**config.mk**
```make
export PLATFORM = sky130hd
export DESIGN_NAME = mem_dm_access
export DESIGN_NICKNAME = d
export VERILOG_FILES = /design/src/rtl/mem_dm_access.sv
export SDC_FILE = /design/constraint.sdc
export NUM_CORES = 1
export LEC_CHECK = 0
export CORE_MARGIN = 2
export CORE_UTILIZATION = 47
export DETAILED_ROUTE_END_ITERATION = 8
export PLACE_DENSITY = 0.95
export SYNTH_ARGS = -nofsm -noshare
export SYNTH_HDL_FRONTEND = slang
export SYNTH_SLANG_ARGS = --single-unit
```
**constraint.sdc**
```tcl
create_clock -name clk -period 6 [get_ports clk]
set_clock_uncertainty 0.2 [all_clocks]
set_input_delay 1.2 -clock clk [delete_from_list [all_inputs] [get_ports clk]]
set_output_delay 1.2 -clock clk [all_outputs]
set_load 0.02 [all_outputs]
```
**src/rtl/mem_dm_access.sv**
```systemverilog
// MEM-stage data-memory access unit: one Wishbone classic read/write per load/store,
// with byte-lane steering, load extension and a pipeline stall request.
module mem_dm_access #(
  parameter int ADDR_WIDTH = 32,
  parameter int DATA_WIDTH = 32
) (
  input  logic                  clk,
  input  logic                  reset,
  input  logic                  mem_read,
  input  logic                  mem_write,
  input  logic [2:0]            funct3,
  input  logic [ADDR_WIDTH-1:0] addr,
  input  logic [DATA_WIDTH-1:0] store_data,
  output logic [DATA_WIDTH-1:0] load_data,
  output logic                  stall_req,
  output logic                  access_fault,
  output logic                  wb_cyc_o,
  output logic                  wb_stb_o,
  input  logic                  wb_ack_i,
  output logic [ADDR_WIDTH-1:0] wb_adr_o,
  output logic [DATA_WIDTH-1:0] wb_dat_o,
  input  logic [DATA_WIDTH-1:0] wb_dat_i,
  output logic [3:0]            wb_sel_o,
  output logic                  wb_we_o
);

  typedef enum logic [1:0] {S_IDLE, S_BUSY, S_DONE} state_t;

  state_t                r_state;
  logic [2:0]            r_funct3;
  logic [1:0]            r_off;
  logic [DATA_WIDTH-1:0] r_load_data;
  logic                  r_fault;
  logic                  r_cyc;
  logic [ADDR_WIDTH-1:0] r_adr;
  logic [DATA_WIDTH-1:0] r_dat;
  logic [3:0]            r_sel;
  logic                  r_we;

  logic [1:0]            w_off;
  logic                  w_req;
  logic                  w_legal;
  logic                  w_start;
  logic                  w_fault;
  logic [3:0]            w_sel;
  logic [DATA_WIDTH-1:0] w_dat;
  logic [7:0]            w_byte;
  logic [15:0]           w_half;
  logic [DATA_WIDTH-1:0] w_ext;

  assign w_off = addr[1:0];
  assign w_req = mem_read | mem_write;

  // mem_write wins when both are set, so legality follows the store table then
  always_comb begin
    w_legal = 1'b0;
    if (mem_write) begin
      case (funct3)
        3'b000:  w_legal = 1'b1;
        3'b001:  w_legal = ~w_off[0];
        3'b010:  w_legal = (w_off == 2'b00);
        default: w_legal = 1'b0;
      endcase
    end else begin
      case (funct3)
        3'b000, 3'b100: w_legal = 1'b1;
        3'b001, 3'b101: w_legal = ~w_off[0];
        3'b010:         w_legal = (w_off == 2'b00);
        default:        w_legal = 1'b0;
      endcase
    end
  end

  assign w_start = (r_state == S_IDLE) & w_req & w_legal;
  assign w_fault = (r_state == S_IDLE) & w_req & ~w_legal;

  always_comb begin
    w_sel = 4'b1111;
    w_dat = store_data;
    case (funct3[1:0])
      2'b00: begin
        w_sel = 4'b0001 << w_off;
        w_dat = {4{store_data[7:0]}};
      end
      2'b01: begin
        w_sel = w_off[1] ? 4'b1100 : 4'b0011;
        w_dat = {2{store_data[15:0]}};
      end
      default: begin
        w_sel = 4'b1111;
        w_dat = store_data;
      end
    endcase
  end

  // Extension uses the size/offset captured at issue, not the live inputs
  assign w_byte = wb_dat_i[{r_off, 3'b000} +: 8];
  assign w_half = wb_dat_i[{r_off[1], 4'b0000} +: 16];

  always_comb begin
    case (r_funct3)
      3'b000:  w_ext = {{24{w_byte[7]}}, w_byte};
      3'b100:  w_ext = {24'd0, w_byte};
      3'b001:  w_ext = {{16{w_half[15]}}, w_half};
      3'b101:  w_ext = {16'd0, w_half};
      default: w_ext = wb_dat_i;
    endcase
  end

  always_ff @(posedge clk or posedge reset) begin
    if (reset) begin
      r_state     <= S_IDLE;
      r_funct3    <= 3'b000;
      r_off       <= 2'b00;
      r_load_data <= '0;
      r_fault     <= 1'b0;
      r_cyc       <= 1'b0;
      r_adr       <= '0;
      r_dat       <= '0;
      r_sel       <= 4'b0000;
      r_we        <= 1'b0;
    end else begin
      r_fault <= 1'b0;
      case (r_state)
        S_IDLE: begin
          r_fault <= w_fault;
          if (w_start) begin
            r_cyc    <= 1'b1;
            r_adr    <= {addr[ADDR_WIDTH-1:2], 2'b00};
            r_dat    <= w_dat;
            r_sel    <= w_sel;
            r_we     <= mem_write;
            r_funct3 <= funct3;
            r_off    <= w_off;
            r_state  <= S_BUSY;
          end
        end
        S_BUSY: begin
          if (wb_ack_i) begin
            r_cyc <= 1'b0;
            if (!r_we) r_load_data <= w_ext;
            r_state <= S_DONE;
          end
        end
        S_DONE:  r_state <= S_IDLE;
        default: r_state <= S_IDLE;
      endcase
    end
  end

  assign stall_req    = w_start | (r_state == S_BUSY);
  assign access_fault = r_fault;
  assign load_data    = r_load_data;
  assign wb_cyc_o     = r_cyc;
  assign wb_stb_o     = r_cyc;
  assign wb_adr_o     = r_adr;
  assign wb_dat_o     = r_dat;
  assign wb_sel_o     = r_sel;
  assign wb_we_o      = r_we;

endmodule
```
==> metrics.csv, run 1 <==
stage,metric,value,unit
sta,max_slew headroom,0.2302,
setup_path,r2r setup slk,3.61,ns
clock_network,CTS buffer count,9,
pwr,sequential fraction of design power,0.368,
sta,post-layout min period,4.932,ns
cells_and_area,Multi-input gate area,2125,um^2
clock_network,Root Buffer,clkbuf_8,
pwr,leakage,0.003304,uW
clock_network,clk sinks,108,
yosys,dominant cells by area after synthesis,"dfrtp_1 (54%), mux2_4 (11%), mux2i_1 (5.0%)",
pwr,Pwr per Cell Area,443.1,nW/um^2
grt,vias in the first global route,4500,
cells_and_area,Inserted Diodes,0,
floorplan,Die Height,107.6,um
grt,total grt overflow,0,
setup_path,launch point of the worst path,funct3[0],
routing,vias per cell,5.440,
setup_path,crit start category,input port,
floorplan,die area,11580,um^2
setup_path,Crit path largest cell delay,0.69,ns
clock_network,"CTS clk-pin slew, worst paths",0.09,ns
yosys,"flops & latches, synth",108,
setup_path,Crit path arrival time,3.53,ns
cells_and_area,nets@finish,740,
sta,Pins Over Slew Limit,0,
pwr,combinational fraction of design power,0.472,
cells_and_area,fin area,7400,um^2
clock_network,Post-CTS Hold Buffers,0,
floorplan,Initial Utilization,0.4865,
yosys,syn avg cell area,11.34,um^2
job,Max-cap violations,0,
sta,Final Hold Fails,0,
clock_network,CTS tree,yes,
yosys,sequential area share after synthesis,0.5357,
pwr,Pint,2082,uW
setup_path,crit end category,output port,
routing,antenna-violating nets left,0,
floorplan,core box area,10370,um^2
setup_path,critical path's slowest cell,clkdlybuf4s50_1,
sta,setup TNS,0,ns
routing,Initial DRT Pass Iterations,4,
floorplan,row count,37,
routing,final wirelength,14750,um
pwr,sw frac,0.3651,
hold_path,Hold Path End,wb_dat_o[24],
cells_and_area,P&R area growth vs syn,46.68,%
setup_path,"Cell Chain, Critical Path",clkdlybuf4s50_1 > buf_4 > nor4_2 > o221ai_4 > nand2_1 > clkdlybuf4s50_1,
sta,Max Fclk,202.8,MHz
yosys,Async SR Flop Fraction,1.000,
place,I/O Buffers,206,
clock_network,H-tree depth,3,
routing,DRT iter0 DRCs,249,
routing,Wirelength per Cell,18.98,um
yosys,share of the synthesized area in the top cell type,0.5357,
routing,via count,4227,
clock_network,Clock Path Buffers,2,
yosys,synthesized cell area,5045,um^2
cells_and_area,highest-count cells in the layout ignoring fill and taps,"clkdlybuf4s50_1 (206), dfrtp_1 (108), nand2_1 (55)",
pwr,peak supply drop,0.2354,mV
cells_and_area,Layout Utilization,0.7136,
cells_and_area,share of post-route cells with drive strength above 1,0.1232,
setup_path,reg2reg end,wb_adr_o[31],
sta,endpoints failing setup,0,
floorplan,I/O pin count,209,
sta,Worst Max-Slew Pin Slew,1.150,ns
hold_path,hold wc startpoint,wb_dat_o[24],
yosys,"EDFF count, synth",0,
grt,largest net degree at the start of global routing,90,
setup_path,most frequent CP cell,clkdlybuf4s50_1,
clock_network,latest clock arrival within the worst-skew pair,0.36,ns
setup_path,FF-to-FF Start,r_state[0],
grt,overall routing resource usage,0.2542,
hold_path,worst hold path type,reg -> reg,
place,RePlAce Congestion,0.8793,
cells_and_area,Sequential cell area,2703,um^2
sta,Tcrit/Tclk final,0.8220,
yosys,yosys warns,0,
pwr,Switch Pwr,1197,uW
setup_path,maximum fanout along the worst path,15,
yosys,largest area contributor in the netlist,dfrtp_1,
pwr,clock group share of total power,0.160,
clock_network,Post-CTS Repair Setup Buffers,0,
setup_path,reg2reg path depth,4,
sta,unrepaired setup endpoints after global routing,false,
yosys,Synth Instances,445,
grt,initial antenna violation count,0,
cells_and_area,"most common cell after layout, fill and taps aside",clkdlybuf4s50_1,
setup_path,Critical Path RT,4.60,ns
status,outcome,finished clean,
yosys,number of distinct library cells after synthesis,35,
place,HPWL after detailed placement,10980,um
hold_path,Min-Delay Path Depth,2,
floorplan,chip width,107.6,um
place,Placement Cell Area,7159,um^2
grt,first-pass GRT wire length,22710,um
clock_network,Resize count post-CTS,0,
setup_path,Crit Path Class,in -> out,
routing,DR DRC count,0,
cells_and_area,# fillers,766,
yosys,Synth Flop Type,dfrtp_1,
==> registers in the layout (all words and copies together), names as in the netlist, 2 cells and up <==
register / cells
wb_adr_o: 30
r_off: 2
wb_dat_o: 32
load_data: 32
wb_sel_o: 4
r_state: 2
r_funct3: 3
==> power groups by stage <==
stage	logic [uW]	registers (uW)	clock network (uW)
final	1550	1210	524
after global routing	1640	1230	567
after CTS	1560	1210	538
after detailed placement	1560	1210	0
after global placement	1510	1200	0
after floorplan	483	1500	0
==> routing by layer <==
metal	share of wire	routed length (um)	track usage	up-vias
met5	0	0	0	-
met4	0.026	390	0.09982	0
met2	0.51	7521	0.4456	210
li1	-	-	-	1946
met3	0.085	1251	0.06598	25
met1	0.38	5585	0.2964	2046
==> worst max-delay path by stage <==
stage	depth (start not counted)	end	slack (ns)
finish	6	stall_req	1.07
global route	6	stall_req	0.98
CTS	6	stall_req	1.10
detailed placement	6	stall_req	1.10
global placement	6	stall_req	1.21
floorplan	1	access_fault	1.75
==> layout make-up <==
| class | count | area share |
|---|---|---|
| sequential | 108 | 0.3652 |
| multi-input combinational | 292 | 0.2871 |
| timing repair buffer | 213 | 0.2858 |
| tap | 136 | 0.02300 |
| clock buffer | 10 | 0.01725 |
| clock inverter | 6 | 0.01522 |
| inverter | 12 | 0.006425 |
==> synthesized netlist by cell type (all sizes together), types with 2 or more instances <==
library cell / n
nand3: 32
mux2i: 25
nor2: 25
a221o: 7
buf: 13
a32o: 5
mux2: 49
nor3b: 2
nand2: 55
nand2b: 4
dfrtp: 108
a32oi: 7
inv: 12
clkbuf: 21
o21ai: 29
a221oi: 2
a21oi: 36
==> cell families (layout without fill, tap and decap cells) <==
group                  after synthesis  in the layout  share of synthesized area
AO/OA/AOI/OAI                       93             93                     0.1228
buffers and inverters               46            241                    0.04712
flip-flops                         108            108                     0.5357
multiplexers                        74             74                     0.1858
other                                1              2                  0.0007433
AND/OR/NAND/NOR                    123            123                     0.1079
==> stage by stage <==
step | power (uW) | setup WS, ns | cells | hold WS [ns]
after floorplan | 1986 | 1.754 | 446 | 0.3120
after global placement | 2704 | 1.209 | 761 | 0.2617
after detailed placement | 2769 | 1.103 | 761 | 0.2696
after CTS | 3303 | 1.103 | 777 | 0.2925
after global routing | 3441 | 0.9804 | 777 | 0.3230
final | 3279 | 1.068 | 777 | 0.2841
==> critical path, delay by kind of cell <==
kind | cells | cell delay [ns]
buffers and inverters | 3 | 1.32
AOI/OAI and AO/OA | 1 | 0.33
and+or+nand+nor | 2 | 0.68
Power figures use the tool's default switching activity.
==> inputs of run 2 (changes only) <==
CORE_UTILIZATION = 43   (was 47)
PLACE_DENSITY = 0.88   (was 0.95)
clock period = 4.81 ns   (was 6 ns; I/O delays follow)
==> run 2 against run 1 <==
Effect of this change:
- cell area is 1.3% higher
- highest routed layer unchanged
- first-iteration DRC count is 53% higher
- global-route usage is 2.5 points lower
- clock power is 47% higher
- register-to-register slack worse by 1.3 ns
- total power is 28% higher
==> metrics.csv, run 2 (synthesized netlist as in run 1, its figures left out) <==
stage,metric,value,unit
status,outcome,finished clean,
sta,endpoints failing setup,0,
floorplan,Initial Utilization,0.4418,
pwr,leakage,0.003341,uW
sta,Max Fclk,247.3,MHz
floorplan,die area,12610,um^2
setup_path,critical path's slowest cell,clkdlybuf4s50_1,
routing,DR DRC count,0,
floorplan,row count,39,
routing,final wirelength,14280,um
setup_path,crit start category,input port,
cells_and_area,Inserted Diodes,0,
setup_path,Crit path largest cell delay,0.61,ns
clock_network,Clock Path Buffers,2,
hold_path,worst hold path type,reg -> reg,
routing,vias per cell,5.411,
cells_and_area,"most common cell after layout, fill and taps aside",clkdlybuf4s50_1,
grt,vias in the first global route,4334,
setup_path,Critical Path RT,3.65,ns
setup_path,most frequent CP cell,clkdlybuf4s50_1,
sta,Tcrit/Tclk final,0.8406,
cells_and_area,share of post-route cells with drive strength above 1,0.1275,
clock_network,H-tree depth,3,
clock_network,CTS buffer count,9,
cells_and_area,# fillers,870,
cells_and_area,highest-count cells in the layout ignoring fill and taps,"clkdlybuf4s50_1 (206), dfrtp_1 (108), nand2_1 (55)",
routing,DRT iter0 DRCs,380,
sta,max_slew headroom,0.2236,
setup_path,crit end category,output port,
routing,Wirelength per Cell,18.17,um
grt,largest net degree at the start of global routing,65,
clock_network,latest clock arrival within the worst-skew pair,0.35,ns
sta,Worst Max-Slew Pin Slew,1.160,ns
place,HPWL after detailed placement,10560,um
routing,Initial DRT Pass Iterations,4,
setup_path,Crit path arrival time,2.88,ns
cells_and_area,Multi-input gate area,2125,um^2
place,RePlAce Congestion,0.8296,
floorplan,Die Height,112.3,um
sta,unrepaired setup endpoints after global routing,false,
setup_path,"Cell Chain, Critical Path",clkdlybuf4s50_1 > a221oi_4 > o221ai_4 > nand2_1 > clkdlybuf4s50_1,
clock_network,CTS tree,yes,
grt,initial antenna violation count,0,
grt,total grt overflow,0,
pwr,Pwr per Cell Area,558.1,nW/um^2
grt,first-pass GRT wire length,22690,um
sta,post-layout min period,4.043,ns
clock_network,Post-CTS Repair Setup Buffers,0,
sta,setup TNS,0,ns
setup_path,WP buf/inv,2,
cells_and_area,Sequential cell area,2703,um^2
cells_and_area,nets@finish,742,
routing,via count,4253,
clock_network,Resize count post-CTS,0,
floorplan,I/O pin count,209,
clock_network,Root Buffer,clkbuf_16,
setup_path,Top Family by Delay on Critical Path,buffers and inverters,
floorplan,chip width,112.3,um
clock_network,Post-CTS Hold Buffers,0,
setup_path,maximum fanout along the worst path,6,
sta,Pins Over Slew Limit,0,
place,I/O Buffers,206,
clock_network,clk sinks,108,
pwr,peak supply drop,0.3643,mV
floorplan,core box area,11420,um^2
job,Max-cap violations,0,
cells_and_area,P&R area growth vs syn,48.56,%
sta,Final Hold Fails,0,
sta,WHS,0.2796,ns
routing,antenna-violating nets left,0,
clock_network,"CTS clk-pin slew, worst paths",0.07,ns
grt,overall routing resource usage,0.2289,
pwr,overall power,4183,uW
setup_path,Crit Path Class,in -> out,
[run 2: worst paths after layout]
path | slack, ns | to | start | cells past startpoint
max in group asynchronous | 2.64 | wb_adr_o[2] | reset | 3
min in group asynchronous | 0.93 | wb_adr_o[27] | reset | 2
setup / recovery | 0.77 | stall_req | addr[0] | 5
hold / removal | 0.28 | wb_dat_o[8] | wb_dat_o[8] | 2
hold reg to reg | 0.28 | wb_dat_o[8] | wb_dat_o[8] | 2
setup reg to reg | 2.28 | wb_adr_o[31] | r_state[0] | 5
[run 2: where the power goes]
group	total (uW)	switching (uW)	internal (uW)
logic	1910	921	993
registers	1500	239	1260
clock network	772	338	434
total	4180	1500	2680
[run 2: final cells by class]
cell class | instances | area share
inverter | 12 | 0.006344
multi-input combinational | 292 | 0.2835
tap | 143 | 0.02387
clock buffer | 11 | 0.03372
clock inverter | 5 | 0.007846
sequential | 108 | 0.3606
timing repair buffer | 215 | 0.2841
[run 2: tightest hold or removal path: cells and delay by family (launching register included)]
| kind | cells | cell delay [ns] |
|---|---|---|
| compound gates | 1 | 0.06 |
| flops | 1 | 0.34 |
| simple gates | 1 | 0.04 |
[run 2: metrics by stage]
| step | setup WS [ns] | instances | instance area (um^2) | util |
|---|---|---|---|---|
| 2_1_floorplan | 0.8024 | 446 | 5049 | - |
| 3_3_place_gp | 0.7892 | 770 | 7183 | 0.6291 |
| 3_5_place_dp | 0.7677 | 770 | 7183 | 0.6291 |
| 4_1_cts | 0.7660 | 786 | 7495 | 0.6564 |
| 5_1_grt | 0.6909 | 786 | 7495 | 0.6564 |
| 6_report | 0.7667 | 786 | 7495 | 0.6564 |
[run 2: routing by layer]
metal  vias to the layer above  track usage  share of wire
li1                       1952            -              -
met1                      2078       0.2769           0.39
met2                       202       0.3723           0.49
met3                        21      0.08099          0.099
met4                         0      0.09837          0.021
met5                         -            0              0
==> inputs of run 3 (changes only) <==
CORE_UTILIZATION = 39   (was 43)
PLACE_DENSITY = 0.85   (was 0.88)
clock period = 3.35 ns   (was 4.81 ns; I/O delays follow)
==> run 3 against run 2 <==
Effect of this change:
- clock power up 36%
- cell area up 1.1%
- flip-flop and latch count unchanged
- count of clock-buffer cells in the layout down 1
- global-route usage down 1.5 points
- sequential power up 44%
- first-iteration DRC count down 29%
- worst setup slack worse by 0.47 ns
- die area up 9.9%
- non-clock buffer count up 6
- critical path type is now in -> reg
- critical endpoint is now wb_dat_o[7]
- largest power group unchanged
- highest routed layer unchanged
==> metrics.csv, run 3 (synthesized netlist as in run 1, its figures left out) <==
stage,metric,value,unit
place,RePlAce Congestion,0.8100,
clock_network,CTS buffer count,9,
clock_network,Post-CTS Hold Buffers,0,
cells_and_area,P&R area growth vs syn,50.22,%
place,I/O Buffers,206,
cells_and_area,"most common cell after layout, fill and taps aside",clkdlybuf4s50_1,
cells_and_area,nets@finish,748,
floorplan,row count,41,
floorplan,I/O pin count,209,
sta,Max Fclk,327.1,MHz
floorplan,chip width,117.7,um
grt,vias in the first global route,4534,
grt,initial antenna violation count,0,
status,outcome,finished clean,
grt,largest net degree at the start of global routing,103,
sta,WHS,0.2808,ns
sta,post-layout min period,3.057,ns
place,HPWL after detailed placement,10900,um
pwr,overall power,5965,uW
setup_path,crit end category,flip-flop,
clock_network,"CTS clk-pin slew, worst paths",0.07,ns
routing,Wirelength per Cell,17.75,um
sta,Pins Over Slew Limit,0,
grt,first-pass GRT wire length,23680,um
setup_path,crit start category,input port,
setup_path,maximum fanout along the worst path,102,
floorplan,Die Height,117.7,um
routing,DR DRC count,0,
sta,Tcrit/Tclk final,0.9126,
setup_path,Critical Path RT,3.38,ns
place,Placement Cell Area,7266,um^2
cells_and_area,highest-count cells in the layout ignoring fill and taps,"clkdlybuf4s50_1 (205), dfrtp_1 (108), nand2_1 (55)",
sta,Final Hold Fails,0,
floorplan,die area,13860,um^2
cells_and_area,Inserted Diodes,0,
pwr,peak supply drop,0.4819,mV
sta,unrepaired setup endpoints after global routing,false,
sta,Worst Max-Slew Pin Slew,1.233,ns
pwr,Pwr per Cell Area,787.1,nW/um^2
grt,overall routing resource usage,0.2143,
floorplan,core box area,12620,um^2
routing,vias per cell,5.203,
cells_and_area,share of post-route cells with drive strength above 1,0.1371,
grt,total grt overflow,0,
clock_network,Clock Path Buffers,2,
hold_path,worst hold path type,reg -> reg,
floorplan,Initial Utilization,0.3998,
setup_path,Crit path arrival time,3.09,ns
pwr,leakage,0.003373,uW
sta,endpoints failing setup,0,
routing,antenna-violating nets left,0,
clock_network,clk sinks,108,
clock_network,H-tree depth,3,
routing,final wirelength,14570,um
clock_network,latest clock arrival within the worst-skew pair,0.34,ns
routing,DRT iter0 DRCs,271,
setup_path,Crit Path Class,in -> reg,
routing,via count,4272,
clock_network,CTS tree,yes,
sta,max_slew headroom,0.1781,
routing,Initial DRT Pass Iterations,4,
cells_and_area,fin area,7579,um^2
clock_network,Root Buffer,clkbuf_16,
job,Max-cap violations,0,
[run 3: changes by cell type in the layout (fill, tap and decap cells not counted), sizes merged]
cell | before | now
buf | 9 | 15
inv | 13 | 15
bufinv | 1 | 0
clkbuf | 11 | 10
clkdlybuf4s50 | 206 | 205
clkinv | 1 | 0
clkinvlp | 2 | 3
dlymetal6s2s | 0 | 1
[run 3: where the power goes]
part	leakage (uW)	switching [uW]	internal, uW	total (uW)
clock	0.000140	507	541	1050
sequential	0.00132	358	1810	2160
combinational	0.00191	1320	1430	2750
[run 3: through the flow]
stage	setup TNS, ns	utilization	cells	worst slack, ns
5_1_grt	0	0.6005	821	0.2386
3_5_place_dp	-0.05715	0.5757	804	-0.05714
3_3_place_gp	-0.007988	0.5757	804	-0.007988
4_1_cts	0	0.5997	820	0.007744
6_report	0	0.6005	821	0.2928
2_1_floorplan	0	-	446	0.6449
[run 3: area by class of cell]
class	count	area, um^2
clock inverter	6	55.05
timing repair buffer	221	2177
multi-input combinational	292	2141
clock buffer	10	239.0
sequential	108	2703
tap	172	215.2
inverter	12	48.80
fill	1015	5041
[run 3: metal layers]
| layer | global-route usage | vias up | part of all wire |
|---|---|---|---|
| met4 | 0.09036 | 0 | 0.026 |
| met5 | 0 | - | 0 |
| met2 | 0.3503 | 209 | 0.47 |
| met1 | 0.2569 | 2073 | 0.41 |
| met3 | 0.07510 | 26 | 0.096 |
| li1 | - | 1964 | - |
[run 3: path summary, 6_finish.rpt]
path / from / endpoint / slack (ns) / cells after the start
setup / recovery: funct3[0] / wb_dat_o[7] / 0.29 / 5
hold / removal: wb_dat_o[22] / wb_dat_o[22] / 0.28 / 2
setup reg to reg: r_state[0] / wb_dat_o[7] / 0.99 / 4
hold reg to reg: wb_dat_o[22] / wb_dat_o[22] / 0.28 / 2
max in group asynchronous: reset / wb_dat_o[21] / 1.76 / 3
min in group asynchronous: reset / wb_adr_o[12] / 0.69 / 3
[run 3: worst max-delay path, stage by stage]
cell             delay (ns)
clkdlybuf4s50_1        0.64
a221oi_4               0.14
o221ai_4               0.19
buf_4                  0.93
mux2_2                 0.42
[run 3: what timing repair did]
action / 4_1_cts / 5_1_grt
buffers inserted: 0 / 1
gates cloned: 0 / 0
resized for setup: 1 / 1
setup endpoints to repair: 1 / 1
pin swaps: 0 / 2
